`src/rtl/rcb_spi_slave.sv`:
```
// SPI mode-0 slave: oversamples sclk/cs_n/mosi in clk_100m, decodes 56-bit cmd/addr/data frames.
// Optional idle timeout is compiled in with `define RCB_SPI_TIMEOUT_EN.
module rcb_spi_slave #(
    parameter logic [7:0]  CMD_WR  = 8'h01,
    parameter logic [7:0]  CMD_RD  = 8'h02,
    parameter logic [15:0] TIMEOUT = 16'd2000
) (
    input  logic        clk_100m,
    input  logic        rst,
    input  logic        sclk,
    input  logic        cs_n,
    input  logic        mosi,
    output logic        miso,
    output logic        wr_en,
    output logic [15:0] wr_addr,
    output logic [31:0] wr_data,
    output logic        rd_req,
    output logic [15:0] rd_addr,
    input  logic [31:0] rd_data,
    output logic        busy,
    output logic        frame_err,
    output logic [7:0]  err_cnt,
    output logic [2:0]  dbg_state
);

    typedef enum logic [2:0] {IDLE, CMD, ADDR, DATA, DONE} state_t;

    state_t      state_q, state_d;
    logic        sclk_s1, sclk_s2, sclk_d;
    logic        cs_s1, cs_s2, cs_d;
    logic        mosi_s1, mosi_s2;
    logic        sclk_rise, sclk_fall, cs_fall, cs_high;
    logic [5:0]  bit_cnt;
    logic [31:0] shift_q;
    logic [7:0]  cmd_q;
    logic [15:0] addr_q;
    logic [31:0] miso_shift;
    logic        to_q;
    logic        timeout_hit;
    logic        do_shift, ld_cmd, ld_addr, do_wr, do_rd, err_pulse, set_to;

    always_ff @(posedge clk_100m or posedge rst) begin
        if (rst) begin
            sclk_s1 <= 1'b0; sclk_s2 <= 1'b0; sclk_d <= 1'b0;
            cs_s1   <= 1'b1; cs_s2   <= 1'b1; cs_d   <= 1'b1;
            mosi_s1 <= 1'b0; mosi_s2 <= 1'b0;
        end else begin
            sclk_s1 <= sclk;    sclk_s2 <= sclk_s1; sclk_d <= sclk_s2;
            cs_s1   <= cs_n;    cs_s2   <= cs_s1;   cs_d   <= cs_s2;
            mosi_s1 <= mosi;    mosi_s2 <= mosi_s1;
        end
    end

    // mosi passes through the same depth as sclk, so mosi_s2 is aligned with sclk_rise.
    assign sclk_rise = sclk_s2 & ~sclk_d;
    assign sclk_fall = ~sclk_s2 & sclk_d;
    assign cs_fall   = ~cs_s2 & cs_d;
    assign cs_high   = cs_s2;

`ifdef RCB_SPI_TIMEOUT_EN
    logic [15:0] idle_cnt;
    logic        active;
    assign active = (state_q == CMD) || (state_q == ADDR) || (state_q == DATA);
    always_ff @(posedge clk_100m or posedge rst) begin
        if (rst)
            idle_cnt <= '0;
        else if (!active || sclk_rise || sclk_fall)
            idle_cnt <= '0;
        else
            idle_cnt <= idle_cnt + 16'd1;
    end
    assign timeout_hit = active && !(sclk_rise || sclk_fall) && (idle_cnt == TIMEOUT - 16'd1);
`else
    logic unused_timeout;
    assign unused_timeout = ^TIMEOUT;
    assign timeout_hit    = 1'b0;
`endif

    always_comb begin
        state_d   = state_q;
        do_shift  = 1'b0;
        ld_cmd    = 1'b0;
        ld_addr   = 1'b0;
        do_wr     = 1'b0;
        do_rd     = 1'b0;
        err_pulse = 1'b0;
        set_to    = 1'b0;
        case (state_q)
            IDLE: if (cs_fall) state_d = CMD;
            CMD, ADDR: begin
                if (cs_high) begin
                    state_d   = IDLE;
                    err_pulse = 1'b1;
                end else if (sclk_rise) begin
                    do_shift = 1'b1;
                    if (state_q == CMD && bit_cnt == 6'd7) begin
                        ld_cmd  = 1'b1;
                        state_d = ADDR;
                    end else if (state_q == ADDR && bit_cnt == 6'd23) begin
                        ld_addr = 1'b1;
                        do_rd   = (cmd_q == CMD_RD);
                        state_d = DATA;
                    end
                end else if (timeout_hit) begin
                    state_d   = DONE;
                    err_pulse = 1'b1;
                    set_to    = 1'b1;
                end
            end
            DATA: begin
                // The final rise wins over a simultaneous cs_n release.
                if (sclk_rise && bit_cnt == 6'd55) begin
                    do_shift = 1'b1;
                    do_wr    = (cmd_q == CMD_WR);
                    state_d  = DONE;
                end else if (cs_high) begin
                    state_d   = IDLE;
                    err_pulse = 1'b1;
                end else if (sclk_rise) begin
                    do_shift = 1'b1;
                end else if (timeout_hit) begin
                    state_d   = DONE;
                    err_pulse = 1'b1;
                    set_to    = 1'b1;
                end
            end
            DONE: begin
                if (cs_high) begin
                    state_d   = IDLE;
                    err_pulse = !to_q && (cmd_q != CMD_WR) && (cmd_q != CMD_RD);
                end
            end
            default: state_d = IDLE;
        endcase
    end

    always_ff @(posedge clk_100m or posedge rst) begin
        if (rst) begin
            state_q    <= IDLE;
            bit_cnt    <= '0;
            shift_q    <= '0;
            cmd_q      <= '0;
            addr_q     <= '0;
            to_q       <= 1'b0;
            wr_en      <= 1'b0;
            wr_addr    <= '0;
            wr_data    <= '0;
            rd_req     <= 1'b0;
            rd_addr    <= '0;
            miso_shift <= '0;
            miso       <= 1'b0;
            frame_err  <= 1'b0;
            err_cnt    <= '0;
        end else begin
            state_q   <= state_d;
            wr_en     <= do_wr;
            rd_req    <= do_rd;
            frame_err <= err_pulse;
            if (state_q == IDLE) begin
                bit_cnt <= '0;
                to_q    <= 1'b0;
            end else begin
                if (do_shift) bit_cnt <= bit_cnt + 6'd1;
                if (set_to)   to_q    <= 1'b1;
            end
            if (do_shift) shift_q <= {shift_q[30:0], mosi_s2};
            if (ld_cmd)   cmd_q   <= {shift_q[6:0], mosi_s2};
            if (ld_addr)  addr_q  <= {shift_q[14:0], mosi_s2};
            if (do_rd)    rd_addr <= {shift_q[14:0], mosi_s2};
            if (do_wr) begin
                wr_addr <= addr_q;
                wr_data <= {shift_q[30:0], mosi_s2};
            end
            // Register file answers one cycle after rd_req; first DATA fall then shows bit 31.
            if (rd_req)
                miso_shift <= rd_data;
            else if (state_q == DATA && sclk_fall && cmd_q == CMD_RD)
                miso_shift <= {miso_shift[30:0], 1'b0};
            if (state_q != DATA)
                miso <= 1'b0;
            else if (sclk_fall && cmd_q == CMD_RD)
                miso <= miso_shift[31];
            if (err_pulse && err_cnt != 8'hFF)
                err_cnt <= err_cnt + 8'd1;
        end
    end

    assign busy      = (state_q != IDLE);
    assign dbg_state = state_q;

endmodule

```
`config.mk`:
```
export PLATFORM = sky130hd
export DESIGN_NAME = rcb_spi_slave
export DESIGN_NICKNAME = d
export VERILOG_FILES = /design/src/rtl/rcb_spi_slave.sv
export SDC_FILE = /design/constraint.sdc
export NUM_CORES = 1
export LEC_CHECK = 0
export CAP_MARGIN = 40
export CELL_PAD_IN_SITES_DETAIL_PLACEMENT = 1
export CELL_PAD_IN_SITES_GLOBAL_PLACEMENT = 2
export CORE_MARGIN = 2
export CORE_UTILIZATION = 38
export CTS_BUF_LIST = sky130_fd_sc_hd__clkbuf_8
export DETAILED_ROUTE_END_ITERATION = 10
export GPL_TIMING_DRIVEN = 0
export PLACE_DENSITY = 0.93
export SLEW_MARGIN = 25
export SYNTH_ARGS = -nofsm -noshare
export SYNTH_HDL_FRONTEND = slang
export SYNTH_SLANG_ARGS = --single-unit
```
`constraint.sdc`:
```
create_clock -name clk_100m -period 6.7 [get_ports clk_100m]
set_clock_uncertainty 0.15 [all_clocks]
set_input_delay 0.67 -clock clk_100m [delete_from_list [all_inputs] [get_ports clk_100m]]
set_output_delay 0.67 -clock clk_100m [all_outputs]
set_load 0.05 [all_outputs]
```
==> results of run 1 <==
## metal layers
layer,up-vias,track usage [%],wire length [um]
met2,94,29.95,8324
met1,2360,20.21,6829
li1,2109,-,-
met5,-,0,0
met3,9,7.032,1267
met4,0,3.789,123
## sequential cells by signal, indices dropped and copies added (netlist names), 3 cells and up
register    count
wr_data        32
rd_addr        16
addr_q         16
shift_q        31
miso_shift     32
cmd_q           8
err_cnt         8
dbg_state       3
wr_addr        16
bit_cnt         6
## report_power, final
part	internal [mW]	leakage, nW	switching, mW
Combinational	0.150	1.79	0.225
Sequential	1.14	2.30	0.0766
Clock	0.280	0.200	0.444
## worst paths after layout
check,end,slack [ps]
setup / recovery,busy,3740
hold / removal,mosi_s2,210
min in group asynchronous,wr_data[25],440
max in group asynchronous,cs_d,5240
hold reg to reg,mosi_s2,210
setup reg to reg,wr_addr[8],3840
## cell families (layout without fill, tap and decap cells)
| family | count (synthesis) | count (layout) | share of synthesized area [%] |
|---|---|---|---|
| AO/OA/AOI/OAI | 49 | 49 | 3.871 |
| multiplexers | 153 | 153 | 23.22 |
| AND/OR/NAND/NOR | 98 | 98 | 6.791 |
| adder cells (fa/ha/maj) | 2 | 2 | 0.3455 |
| buffers and inverters | 30 | 181 | 2.056 |
| XOR/XNOR | 12 | 12 | 1.452 |
| flip-flops | 180 | 180 | 62.26 |
## per-stage QoR
| step | hold slack [ps] | area [sq um] | setup WS, ps | TNS (ps) | utilization, % |
|---|---|---|---|---|---|
| 2_1_floorplan | 181.2 | 7241 | 998.0 | 0 | - |
| 3_3_place_gp | 185.2 | 8695 | -1102 | -193190 | 46.48 |
| 3_5_place_dp | 186.4 | 8762 | 3833 | 0 | 46.84 |
| 4_1_cts | 211.0 | 9156 | 3676 | 0 | 48.95 |
| 5_1_grt | 222.7 | 9156 | 3599 | 0 | 48.95 |
| 6_report | 207.4 | 9156 | 3744 | 0 | 48.95 |
## cell usage in the layout, fill, tap and decap left out, types with 2 or more instances in the layout
| cell | netlist | routed |
|---|---|---|
| o31ai_1 | 2 | 2 |
| mux2_1 | 9 | 9 |
| o21ai_0 | 33 | 33 |
| nand3b_1 | 3 | 3 |
| inv_8 | 0 | 6 |
| ha_1 | 2 | 2 |
| and4_1 | 2 | 2 |
| nand2b_1 | 2 | 2 |
| nor2_1 | 17 | 17 |
| dfstp_2 | 3 | 3 |
| inv_1 | 5 | 5 |
| clkinv_8 | 0 | 3 |
| nor3b_1 | 2 | 2 |
| mux2i_1 | 33 | 33 |
| xnor2_1 | 4 | 4 |
| nor3_1 | 6 | 6 |
| a21boi_0 | 3 | 3 |
| nand3_1 | 5 | 5 |
| xor2_1 | 8 | 8 |
| a21oi_1 | 6 | 6 |
| nand2_1 | 41 | 41 |
| clkinv_4 | 0 | 4 |
| clkbuf_1 | 8 | 8 |
| nor4_1 | 2 | 2 |
| mux2_2 | 111 | 111 |
| nand4_1 | 5 | 5 |
| buf_16 | 0 | 2 |
| clkdlybuf4s50_1 | 0 | 116 |
| clkbuf_8 | 0 | 17 |
| buf_2 | 11 | 12 |
| nor2b_1 | 2 | 2 |
| dfrtp_1 | 177 | 177 |
| buf_4 | 4 | 4 |
## layout make-up
| class | instances | area share, % |
|---|---|---|
| flip-flops and latches | 180 | 49.23 |
| multi-input cells | 314 | 28.22 |
| repair buffers | 119 | 13.34 |
| well taps | 234 | 3.198 |
| clock buffers | 17 | 2.555 |
| clock inverters | 15 | 1.749 |
| plain buffers | 25 | 1.421 |
| inverters | 5 | 0.2870 |
==> results.json, run 1 <==
{
  "antenna_left": 0,
  "synth_nets": 563,
  "startpoint": "dbg_state[0]",
  "grt_pass1_wl_mm": 27.37,
  "ys_seq_area_share_pct": 62.26,
  "drc": 0,
  "row_count": 50,
  "critPathMaxStageDelay_ps": 710,
  "slew_headroom_pct": 52.50,
  "via_count": 4572,
  "rsz0062_at_grt": "false",
  "chipWidth_um": 142.0,
  "cts_resized": 0,
  "synth_edf_count": 0,
  "status": "complete, no violations",
  "synth_area_per_cell_sq_um": 13.82,
  "drv_slew": 0,
  "initial_utilization_pct": 38.71,
  "hold_path_class": "reg2reg",
  "synth_most_common_cell": "dfrtp_1",
  "antenna_found_initial": 0,
  "fin_crit_ps": 2956,
  "clk_path_buf_depth": 2,
  "ys_seq_elements": 180,
  "cp-end-kind": "primary output",
  "critical_path_arrival_ps": 2140,
  "die_h_um": 142.0,
  "cp-start-kind": "register",
  "root_buffer": "clkbuf_8",
  "whs_path_depth": 0,
  "cp_slowest_cell": "clkdlybuf4s50_1",
  "io-pin-count": 117,
  "grt_pass1_vias": 5202,
  "clk_transition_reported_paths_ps": 100,
  "finalPower_mw": 2.317,
  "dp_cells": 877,
  "ctsHtreeMaxLevel": 4,
  "hold_viol_final": 0,
  "hold_buffers": 0,
  "synth_top_area_share_pct": 61.17,
  "coreArea_sq_um": 18710,
  "syn_inst": 524,
  "regArea_sq_um": 4508,
  "tightest_slew_ps": 706.0,
  "area_growth_pct": 26.46,
  "rr_startpoint": "bit_cnt[0]",
  "syn_area_sq_um": 7241,
  "initialDrtViolationCount": 67,
  "grt_start_max_net_pins": 67,
  "timing.final.crit_share_pct": 44.12,
  "post-cts-setup-buffers": 0,
  "vdd_ir_drop_max_mv": 0.1385,
  "cp_max_fo": 9,
  "cts_sinks": 180,
  "path_delay_family": "buffers and inverters",
  "synth_common_cells": "dfrtp_1, mux2_2, nand2_1, mux2i_1, o21ai_0",
  "drt-pass1-iter-count": 4,
  "crit_required_ps": 5880,
  "yosysWarnings": 0,
  "die_area_sq_um": 20170,
  "numPortBuffers": 116,
  "synthDistinctLibCells": 45,
  "drive_gt1_share_pct": 24.89,
  "num-fill-cells": 1911,
  "clk_latency_ps": 460,
  "min_from": "mosi_s1",
  "cts_tree": "done",
  "fmax_ghz": 0.3383,
  "ff2ff_path_depth": 7,
  "gp_congestion": 0.7488,
  "synth_area_leader_cell": "dfrtp_1",
  "crit_type": "reg2out",
  "power.density_nw_per_um2": 253.1,
  "grt_overflow": 0,
  "path_cells": "buf_2, nor3_1, inv_1, clkdlybuf4s50_1",
  "routed_wl_mm": 16.55,
  "cp.depth": 4,
  "nets": 701,
  "multi_input_area_sq_um": 2584,
  "track_usage_pct": 17.30,
  "synthArstFlopShare_pct": 100.0,
  "wl_per_cell_um": 18.20,
  "netlist_top_cells_area": "dfrtp_1, mux2_2, mux2i_1",
  "diodes": 0,
  "synth_ff_type": "dfrtp_1",
  "max_cap_viol_count": 0,
  "setup_viol": 0,
  "cts_buffers": 17,
  "place_hpwl_mm": 11.82,
  "viasPerCell": 5.030,
  "cp.buffers_inverters": 3,
  "leakage_nw": 4.288,
  "layoutNonFillerInstCount": 909
}
Power figures use the tool's default switching activity.
==> inputs of run 2 (changes only) <==
--- a/config.mk
+++ b/config.mk
@@ -9,11 +9,11 @@
 export CELL_PAD_IN_SITES_DETAIL_PLACEMENT = 1
 export CELL_PAD_IN_SITES_GLOBAL_PLACEMENT = 2
 export CORE_MARGIN = 2
-export CORE_UTILIZATION = 38
+export CORE_UTILIZATION = 34
 export CTS_BUF_LIST = sky130_fd_sc_hd__clkbuf_8
 export DETAILED_ROUTE_END_ITERATION = 10
 export GPL_TIMING_DRIVEN = 0
-export PLACE_DENSITY = 0.93
+export PLACE_DENSITY = 0.88
 export SLEW_MARGIN = 25
 export SYNTH_ARGS = -nofsm -noshare
 export SYNTH_HDL_FRONTEND = slang
==> constraint.sdc (replaced) <==
create_clock -name clk_100m -period 2.5 [get_ports clk_100m]
set_clock_uncertainty 0.15 [all_clocks]
set_input_delay 0.25 -clock clk_100m [delete_from_list [all_inputs] [get_ports clk_100m]]
set_output_delay 0.25 -clock clk_100m [all_outputs]
set_load 0.05 [all_outputs]
==> run 2 against run 1 <==
Clock-buffer cell count grew 1. Highest routed layer unchanged. Via count rose by 0.94%. Sequential share of layout area down 1.6 points. Critical endpoint is now rd_addr[8]. Wire length grew 0.95%. Total power grew to 2.8 times the previous value. Critical path type is now reg2reg.
==> results.json, run 2 (same netlist as run 1, synthesis figures left out) <==
{
  "wl_per_cell_um": 17.31,
  "grt_start_max_net_pins": 35,
  "timing.final.crit_share_pct": 96.65,
  "finalSetupTns_ps": 0,
  "finish.utilization_pct": 45.14,
  "crit_type": "reg2reg",
  "leakage_nw": 4.393,
  "io-pin-count": 117,
  "numPortBuffers": 116,
  "num-fill-cells": 2188,
  "fmax_ghz": 0.4139,
  "drv_slew": 0,
  "reg_top3": "miso_shift x32, wr_data x32, shift_q x31",
  "cp-end-kind": "register",
  "viasPerCell": 4.782,
  "hold_viol_final": 0,
  "nets": 716,
  "die_h_um": 149.9,
  "route.met2.wl_mm": 8.656,
  "tightest_slew_ps": 571.9,
  "drt-met1-wl_mm": 6.835,
  "fin_crit_ps": 2416,
  "initialDrtViolationCount": 114,
  "root_buffer": "clkbuf_8",
  "final_common_cell": "dfrtp_1",
  "drive_gt1_share_pct": 27.68,
  "cp-start-kind": "register",
  "r2r_setup_slack_ps": 80,
  "grt_overflow": 0,
  "cts_tree": "done",
  "critical_path_arrival_ps": 2620,
  "power.density_nw_per_um2": 680.4,
  "clk_path_buf_depth": 2,
  "row_count": 53,
  "grt_pass1_wl_mm": 27.52,
  "slew_headroom_pct": 61.75,
  "setup_ws_ps": 83.73,
  "drt-pass1-iter-count": 4,
  "cts_sinks": 180,
  "final_cell_mix": "dfrtp_1, clkdlybuf4s50_1, mux2_2",
  "crit_required_ps": 2700,
  "hold_path_class": "in2reg",
  "cts_buffers": 17,
  "antenna_found_initial": 0,
  "area_growth_pct": 30.64,
  "status": "complete, no violations",
  "layoutNonFillerInstCount": 965,
  "vdd_ir_drop_max_mv": 0.3637,
  "place_hpwl_mm": 12.12,
  "routed_wl_mm": 16.70,
  "die_area_sq_um": 22480,
  "pre_cts_ws_ps": -287.3,
  "chipWidth_um": 149.9,
  "clk_latency_ps": 460,
  "setup_viol": 0,
  "dp_cells": 922,
  "met3WireLength_mm": 1.010,
  "via_count": 4615,
  "gp_congestion": 0.7479,
  "cp_max_fo": 10,
  "grt_pass1_vias": 5350,
  "ctsHtreeMaxLevel": 4,
  "highest_layer": "met4",
  "coreArea_sq_um": 20960,
  "max_cap_viol_count": 0,
  "drc": 0,
  "antenna_left": 0,
  "initial_utilization_pct": 34.55,
  "diodes": 0,
  "track_usage_pct": 15.68,
  "clk_transition_reported_paths_ps": 100
}
[run 2: power breakdown]
| group | switching, mW | leakage [nW] | internal, mW |
|---|---|---|---|
| Combinational | 0.640 | 1.88 | 0.430 |
| Sequential | 0.225 | 2.30 | 3.06 |
| Clock | 1.20 | 0.216 | 0.883 |
| Total | 2.07 | 4.39 | 4.37 |
[run 2: critical path, cell delays in order, from the launching register on]
cell	delay, ps
dfrtp_1	410
or3b_4	400
nor2_2	110
and4_1	220
buf_6	150
and4bb_1	240
buf_6	120
buf_8	140
mux2_1	340
[run 2: repair_timing]
action,4_1_cts,5_1_grt
setup buffers,4,7
pin swaps,0,1
endpoints found under the setup margin,89,79
gates resized for setup,9,10
endpoints found under the hold margin,13,0
hold buffers,1,0
[run 2: cell type report]
class | count | area (sq um) | share of cell area (%)
timing repair buffer | 135 | 1385 | 14.64
sequential | 180 | 4508 | 47.66
clock inverter | 14 | 178.9 | 1.892
inverter | 5 | 22.52 | 0.2381
tap | 275 | 344.1 | 3.638
clock buffer | 18 | 247.7 | 2.619
buffer | 24 | 148.9 | 1.574
multi-input combinational | 314 | 2624 | 27.74
[run 2: through the flow]
step                      area, sq um  total power, mW  hold WS, ps
after global routing             9459            6.741        23.55
after detailed placement         8882            4.385        197.2
after global placement           8750            4.300        184.5
after floorplan                  7244            3.923        104.5
final                            9459            6.436        49.66
after CTS                        9376            6.494        19.29
[run 2: final timing paths]
kind	from	to	cells past startpoint
max reg2reg	bit_cnt[5]	rd_addr[8]	8
min reg2reg	cs_s1	cs_high	0
min in group asynchronous	rst	wr_data[30]	3
max	bit_cnt[5]	rd_addr[8]	8
min	cs_n	cs_s1	1
max in group asynchronous	rst	miso_shift[2]	6
[run 2: routing by layer]
layer,global-route usage [%],vias up
met2,27.69,85
met1,17.94,2363
li1,-,2150
met5,0,-
met4,4.717,0
met3,5.335,17
==> inputs of run 3 (changes only) <==
--- a/config.mk
+++ b/config.mk
@@ -12,7 +12,6 @@
 export CORE_UTILIZATION = 34
 export CTS_BUF_LIST = sky130_fd_sc_hd__clkbuf_8
 export DETAILED_ROUTE_END_ITERATION = 10
-export GPL_TIMING_DRIVEN = 0
 export PLACE_DENSITY = 0.88
 export SLEW_MARGIN = 25
 export SYNTH_ARGS = -nofsm -noshare
==> run 3 against run 2 <==
Register-to-register slack gained 70 ps. Combinational power shrank 6%. Global-route usage shrank 0.72 points. Clock-buffer cell count grew 1. Worst setup slack gained 68 ps. First-iteration DRC count grew 32%. Sequential cell count is the same. Via count shrank 2.7%. Critical path depth shrank 2. Clock power is essentially flat. Critical path type unchanged. Largest cell class unchanged. Highest routed layer unchanged.
==> results.json, run 3 (same netlist as run 1, synthesis figures left out) <==
{
  "coreArea_sq_um": 20960,
  "final_cell_mix": "dfrtp_1, clkdlybuf4s50_1, mux2_2",
  "cts_resized": 0,
  "cp-end-kind": "register",
  "rr_startpoint": "bit_cnt[1]",
  "track_usage_pct": 14.96,
  "io-pin-count": 117,
  "initial_utilization_pct": 34.55,
  "max_cap_viol_count": 0,
  "initialDrtViolationCount": 150,
  "root_buffer": "clkbuf_8",
  "crit_required_ps": 2690,
  "hold_viol_final": 0,
  "die_area_sq_um": 22480,
  "routed_wl_mm": 16.08,
  "antenna_left": 0,
  "rsz0062_at_grt": "false",
  "leakage_nw": 4.274,
  "drc": 0,
  "hold_path_class": "in2reg",
  "critical_path_arrival_ps": 2530,
  "path_cells": "ha_1, and3b_1, nand2_1, nor4_2, buf_12, mux2_2",
  "ctsHtreeMaxLevel": 4,
  "cts_tree": "done",
  "row_count": 53,
  "grt_start_max_net_pins": 72,
  "place_hpwl_mm": 10.92,
  "grt_pass1_wl_mm": 26.39,
  "vdd_ir_drop_max_mv": 0.3090,
  "r2r_setup_slack_ps": 150,
  "grt_pass1_vias": 5036,
  "drv_slew": 0,
  "reg_top3": "miso_shift x32, wr_data x32, shift_q x31",
  "min_from": "cs_n",
  "chipWidth_um": 149.9,
  "cp-start-kind": "register",
  "cts_buffers": 17,
  "nets": 687,
  "regArea_sq_um": 4509,
  "viasPerCell": 4.806,
  "critPathMaxStageDelay_ps": 400,
  "crit_type": "reg2reg",
  "die_h_um": 149.9,
  "numPortBuffers": 116,
  "diodes": 0,
  "timing.final.crit_share_pct": 93.92,
  "drive_gt1_share_pct": 25.19,
  "multi_input_area_sq_um": 2591,
  "fmax_ghz": 0.4259,
  "whs_path_depth": 1,
  "ff2ff_path_depth": 6,
  "whs_ps": 44.68,
  "worstHoldEndpoint": "cs_s1",
  "area_growth_pct": 27.16,
  "clk_latency_ps": 450,
  "drt-pass1-iter-count": 4,
  "clk_transition_reported_paths_ps": 100,
  "cp_max_fo": 48,
  "status": "complete, no violations",
  "num-fill-cells": 2193,
  "wl_per_cell_um": 17.22,
  "cp_slowest_cell": "dfrtp_1",
  "antenna_found_initial": 0,
  "gp_congestion": 0.7918,
  "fin_crit_ps": 2348,
  "via_count": 4489,
  "finalSetupTns_ps": 0,
  "tightest_slew_ps": 566.5,
  "slew_headroom_pct": 62.12,
  "clk_path_buf_depth": 2,
  "setup_viol": 0,
  "r2r_end": "wr_data[2]",
  "final_common_cell": "dfrtp_1",
  "grt_overflow": 0,
  "power.density_nw_per_um2": 689.3,
  "cts_sinks": 180
}
-- run 3: layout make-up --
type                            count  area share (%)
Clock buffer                       19           2.840
Clock inverter                     11           1.522
Inverter                            5          0.2446
Multi-Input combinational cell    314           28.14
Sequential cell                   180           48.97
Tap cell                          275           3.737
Timing Repair Buffer              130           14.54
-- run 3: critical path, delay by kind of cell, from the launching register on --
kind          cells  cell delay [ps]
buf+inv           1              310
mux               1              380
simple gates      3              710
fa+ha+maj         1              240
flops             1              400
-- run 3: worst max-delay path by stage --
stage	endpoint	depth (start not counted)	start	slack, ps
6_report	wr_data[2]	6	bit_cnt[1]	150
5_1_grt	rd_addr[12]	7	bit_cnt[1]	60
4_1_cts	dbg_state[0]	1	dbg_state[0]	160
3_5_place_dp	rd_addr[3]	6	sclk_s2	170
3_3_place_gp	rd_addr[11]	6	sclk_s2	280
2_1_floorplan	addr_q[0]	1	rst	-210
-- run 3: metrics by stage --
step	instance area [sq um]	util, %	total power [mW]	setup slack [ps]	cells
after floorplan	7244	-	3.923	-206.1	524
after global placement	8796	41.98	4.322	283.0	903
final	9208	43.94	6.347	152.1	934
after global routing	9208	43.94	6.638	57.62	934
after CTS	9208	43.94	6.443	155.4	934
after detailed placement	8796	41.98	4.365	168.3	903
-- run 3: power breakdown --
group | leakage (nW) | internal, mW | switching [mW]
Clock | 0.207 | 0.960 | 1.09
Sequential | 2.30 | 3.06 | 0.235
Combinational | 1.77 | 0.409 | 0.600
-- run 3: per-layer routing --
layer  wire, um  global-route usage [%]  vias to the layer above
met3       1023                   5.213                       16
met4        214                   4.575                        0
met1       6902                   18.48                     2313
met5          0                       0                        -
li1           -                       -                     2072
met2       7943                   24.73                       88
-- run 3: timing repair --
| item | CTS | global route |
|---|---|---|
| hold buffers | 1 | 0 |
| setup buffers | 0 | 0 |
| hold endpoints to repair | 7 | 0 |
